==> src/rtl/bcd_chain_counter.sv <==
// Multi-digit BCD up/down counter with radix-limited load, whole-chain carry, terminal and sticky done flags.
// Optional match compare output is enabled by defining BCD_CHAIN_MATCH_EN.
module bcd_chain_counter #(
    parameter int DIGITS    = 4,
    parameter int DIGIT_MAX = 9,
    parameter int WRAP      = 1
) (
    input  logic                  clk,
    input  logic                  reset,
    input  logic                  load,
    input  logic [4*DIGITS-1:0]   load_val,
    input  logic                  enable,
    input  logic                  up,
`ifdef BCD_CHAIN_MATCH_EN
    input  logic [4*DIGITS-1:0]   match_val,
`endif
    output logic [4*DIGITS-1:0]   q,
    output logic [DIGITS-1:0]     digit_ripple,
    output logic                  carry_out,
    output logic                  at_terminal,
    output logic                  done
`ifdef BCD_CHAIN_MATCH_EN
    ,
    output logic                  match
`endif
);

    localparam logic [3:0] DMAX = 4'(DIGIT_MAX);

    logic [4*DIGITS-1:0] q_step;
    logic [DIGITS-1:0]   ripple_step;
    logic [4*DIGITS-1:0] load_clamped;
    logic                all_max;
    logic                all_zero;
    logic                held;

    always_comb begin
        all_max  = 1'b1;
        all_zero = 1'b1;
        for (int i = 0; i < DIGITS; i++) begin
            if (q[4*i +: 4] != DMAX) all_max  = 1'b0;
            if (q[4*i +: 4] != 4'd0) all_zero = 1'b0;
        end
        at_terminal = up ? all_max : all_zero;
        // In halt mode a terminal step leaves the chain frozen.
        held = at_terminal && (WRAP == 0);
    end

    // Ripple-style step: each digit moves only while every lower digit sits at its wrap point.
    always_comb begin
        logic       step;
        logic [3:0] d;
        q_step      = q;
        ripple_step = '0;
        step        = 1'b1;
        for (int i = 0; i < DIGITS; i++) begin
            d = q[4*i +: 4];
            if (step) begin
                if (up) begin
                    if (d == DMAX) begin
                        q_step[4*i +: 4] = 4'd0;
                        ripple_step[i]   = 1'b1;
                    end else begin
                        q_step[4*i +: 4] = d + 4'd1;
                    end
                end else begin
                    if (d == 4'd0) begin
                        q_step[4*i +: 4] = DMAX;
                        ripple_step[i]   = 1'b1;
                    end else begin
                        q_step[4*i +: 4] = d - 4'd1;
                    end
                end
            end
            step = step && (up ? (d == DMAX) : (d == 4'd0));
        end
    end

    always_comb begin
        load_clamped = '0;
        for (int i = 0; i < DIGITS; i++) begin
            load_clamped[4*i +: 4] = (load_val[4*i +: 4] > DMAX) ? DMAX : load_val[4*i +: 4];
        end
    end

    always_ff @(posedge clk) begin
        if (reset) begin
            q            <= '0;
            digit_ripple <= '0;
            carry_out    <= 1'b0;
            done         <= 1'b0;
        end else if (load) begin
            q            <= load_clamped;
            digit_ripple <= '0;
            carry_out    <= 1'b0;
            done         <= 1'b0;
        end else if (enable) begin
            if (held) begin
                digit_ripple <= '0;
                carry_out    <= 1'b0;
                done         <= 1'b1;
            end else begin
                q            <= q_step;
                digit_ripple <= ripple_step;
                carry_out    <= at_terminal;
                if (at_terminal) done <= 1'b1;
            end
        end else begin
            digit_ripple <= '0;
            carry_out    <= 1'b0;
        end
    end

`ifdef BCD_CHAIN_MATCH_EN
    // Fires only on a step that actually moves q, never on load, reset or a held terminal step.
    always_ff @(posedge clk) begin
        if (reset || load) begin
            match <= 1'b0;
        end else if (enable && !held) begin
            match <= (q_step == match_val);
        end else begin
            match <= 1'b0;
        end
    end
`endif

endmodule

==> config.mk <==
export PLATFORM = sky130hd
export DESIGN_NAME = bcd_chain_counter
export DESIGN_NICKNAME = d
export VERILOG_FILES = /design/src/rtl/bcd_chain_counter.sv
export SDC_FILE = /design/constraint.sdc
export NUM_CORES = 1
export LEC_CHECK = 0
export CAP_MARGIN = 10
export CORE_MARGIN = 2
export CORE_UTILIZATION = 45
export CTS_BUF_LIST = sky130_fd_sc_hd__clkbuf_16
export CTS_CLUSTER_DIAMETER = 40
export DETAILED_ROUTE_END_ITERATION = 8
export GPL_TIMING_DRIVEN = 0
export PLACE_DENSITY = 0.77
export SKIP_CTS_REPAIR_TIMING = 1
export SLEW_MARGIN = 20
export SYNTH_ARGS = -nofsm -noshare
export SYNTH_HDL_FRONTEND = slang
export SYNTH_SLANG_ARGS = --single-unit
==> constraint.sdc <==
create_clock -name clk -period 1.6 [get_ports clk]
set_clock_uncertainty 0.1 [all_clocks]
set_input_delay 0.32 -clock clk [delete_from_list [all_inputs] [get_ports clk]]
set_output_delay 0.32 -clock clk [all_outputs]
set_load 0.05 [all_outputs]
==> results of run 1 <==
state kept, by name, summed over array words and instances, names as in the netlist:
signal	flops
done	1
carry_out	1
q	16
digit_ripple	4
worst max path at each step:
stage / startpoint / to / slack [ns] / cells past startpoint
finish: q[2] / at_terminal / -0.43 / 6
global route: q[2] / at_terminal / -0.51 / 6
CTS: up / at_terminal / -1.42 / 7
detailed placement: up / at_terminal / -1.42 / 7
global placement: up / at_terminal / -1.41 / 7
floorplan: q[11] / at_terminal / -0.1 / 5
through the flow:
stage | setup TNS [ns] | hold WS, ns
floorplan | -0.274 | 0.353
global route | -2.31 | 0.367
CTS | -12.29 | 0.354
detailed placement | -13.29 | 0.345
finish | -1.13 | 0.345
global placement | -13.09 | 0.341
worst min-delay path, stage by stage, from the launching register on:
cell	delay, ns
dfxtp_1	0.31
inv_1	0.05
a21oi_1	0.05
layout by cell type (no fill, tap or decap), drive strengths merged, types with 9 or more instances in the layout:
cell type,count
nand2,14
clkdlybuf4s50,17
o21ai,20
dfxtp,22
nor3,9
a21oi,11
dlymetal6s2s,23
nor2,27
clkbuf,12
buf,28
a31oi,10
routing by layer:
layer / vias to the layer above / routed length [um] / GRT usage (%)
li1: 978 / - / -
met4: 0 / 41 / 6.12
met3: 5 / 288 / 3.00
met2: 66 / 2640 / 39.8
met1: 892 / 2300 / 32.2
met5: - / 0 / 0
power by group through the flow:
stage / Clock, W / Combinational, W / Sequential (W)
after floorplan: 0 / 0.000400 / 0.000730
after global placement: 0 / 0.000695 / 0.000622
after detailed placement: 0 / 0.000701 / 0.000622
after CTS: 0.000564 / 0.000705 / 0.000610
after global routing: 0.000587 / 0.000841 / 0.000614
final: 0.000556 / 0.000781 / 0.000610
final cells by class:
class	instances	area share, %
timing repair buffer	52	20.3
sequential	22	17.6
inverter	8	1.09
clock inverter	1	0.136
clock buffer	3	2.72
multi-input combinational	183	47.7
tap	50	2.27
buffer	25	8.17
kinds of logic (layout without fill, tap and decap cells):
group	Yosys count	in the layout	synth area share, %
xor+xnor	10	10	4.82
mux	4	4	2.48
flops	22	22	24.2
buf+inv	33	89	9.99
simple gates	94	94	29.3
compound gates	75	75	29.2
==> flow_metrics.env, run 1 <==
export IMPL_port_buffers=42
export IMPL_violations="setup timing"
export IMPL_cts_sinks=22
export IMPL_cts_root_buf="clkbuf_16"
export IMPL_synth_edff_count=0
export IMPL_p_seq_share_pct=31.3
export IMPL_initialDrtViolationCount=120
export IMPL_ios=44
export IMPL_n_fill_cell=316
export IMPL_die_w_um=67.5
export IMPL_reg2reg_to="q[7]"
export IMPL_critPathArrivalTime_ns=1.61
export IMPL_rsz0062_at_grt="true"
export IMPL_p_switching_w=0.000692
export IMPL_pwr_share_clk_pct=28.6
export IMPL_cts_tree="built"
export IMPL_vias=1941
export IMPL_total_power_w=0.00195
export IMPL_synthFlopType="dfxtp_1"
export IMPL_dp_cells=330
export IMPL_yosys_area_top_type="dfxtp_1"
export IMPL_final_design_area_no_fill_um2=2760
export IMPL_wl_per_cell_um=15.3
export IMPL_cp_buffers_inverters=2
export IMPL_hpwlAfterDp_um=3490
export IMPL_ys_seq_area_share_pct=24.2
export IMPL_relSlewSlack_pct=59.6
export IMPL_layout_cells_non_filler=344
export IMPL_required_ns=1.18
export IMPL_p_per_area_nw_per_um2=706
export IMPL_max_freq_ghz=0.493
export IMPL_setup_viol=11
export IMPL_power_frac_comb_pct=40.1
export IMPL_drv_cap=0
export IMPL_async_reset_ff_share_pct=0
export IMPL_drive_gt1_share_pct=29.9
export IMPL_rows=23
export IMPL_dpl_cell_area_um2=2450
export IMPL_critPathTopFamily="simple AND/OR/NAND/NOR gates"
export IMPL_fin_crit_sh_pct=127
export IMPL_ys_seq_elements=22
export IMPL_cts_htree_levels=1
export IMPL_clock_path_buffers=2
export IMPL_ant_nets=0
export IMPL_r2r_start="q[3]"
export IMPL_worst_pin_slew_ns=0.605
export IMPL_grt_max_degree=13
export IMPL_clk_pin_slew_ns=0.06
export IMPL_yosysMostFrequentCell="nor2_1"
export IMPL_wl_um=5270
export IMPL_place_congestion=0.852
export IMPL_cts_buffers=3
export IMPL_p_leak_nw=1.36
export IMPL_avgViaCountPerCell=5.64
export IMPL_final_setup_worst_slack_ns=-0.426
export IMPL_avgSynthCellArea_um2=7.63
export IMPL_grt_use_total_pct=23.8
export IMPL_finalHoldViolCount=0
export IMPL_utilization_pct=69.9
export IMPL_switching_share_pct=35.6
export IMPL_grt_pass1_vias=1707
export IMPL_grt_ovfl_total=0
export IMPL_coreArea_um2=3940
export IMPL_start_util_pct=46.1
export IMPL_synth_common_cells="nor2_1 (26), dfxtp_1 (22), nand2_1 (13)"
export IMPL_reg2reg_slack_ns=-0.10
export IMPL_multi_input_area_um2=1320
export IMPL_worstSetupStartpointType="flip-flop"
export IMPL_worst_setup_path_type="reg2out"
export IMPL_slowest_delay_ns=0.35
export IMPL_hold_path_depth=2
export IMPL_antenna_found_initial=0
export IMPL_worstHoldStart="done"
export IMPL_synth_warnings=0
export IMPL_drv_slew=0
export IMPL_synthesis_area_um2=1820
export IMPL_synth_cell_type_count=64
export IMPL_hold_path_class="reg2reg"
export IMPL_vdd_ir_drop_worst_v=0.000392
export IMPL_min_to="done"
export IMPL_clock_latency_ns=0.26
export IMPL_synthCells=238
export IMPL_syn_nets=259
export IMPL_die_h_um=67.5
export IMPL_cp_max_fo=8
export IMPL_synth_top_area_share_pct=24.2
export IMPL_drc_errors=0
export IMPL_dp_slack_ns=-1.42
export IMPL_timing_critical_path_mode_cell="buf_8"
export IMPL_synthToLayoutAreaGrowth_pct=51.8
export IMPL_grt_pass1_wl_um=8280
export IMPL_layout_nets=316
export IMPL_intPower_w=0.00125
export IMPL_slowest_stage="dfxtp_4"
export IMPL_status="complete, but fails checks"
export IMPL_endpoint_kind="output pin"
export IMPL_crit_chain="buf_8, nor2_4, nand4_1, nor3_2, or2_4, buf_8"
export IMPL_period_needed_ns=2.03
export IMPL_synthTopCellsByArea="dfxtp_1 (24%), nor2_1 (5.4%), buf_6 (3.7%)"
export IMPL_dieArea_um2=4560
export IMPL_regArea_um2=485
export IMPL_diodes=0
export IMPL_worstRegToRegCells=7
export IMPL_first_pass_iters=4
Note: power is estimated with default switching activity, not from simulation.
==> run 2, diff against run 1 <==
--- a/config.mk
+++ b/config.mk
@@ -10,6 +10,7 @@
 export CORE_UTILIZATION = 45
 export CTS_BUF_LIST = sky130_fd_sc_hd__clkbuf_16
 export CTS_CLUSTER_DIAMETER = 40
+export CTS_CLUSTER_SIZE = 16
 export DETAILED_ROUTE_END_ITERATION = 8
 export GPL_TIMING_DRIVEN = 0
 export PLACE_DENSITY = 0.77
==> results of run 2 <==
No change in the layout: final DEF, timing and power equal those of run 1.
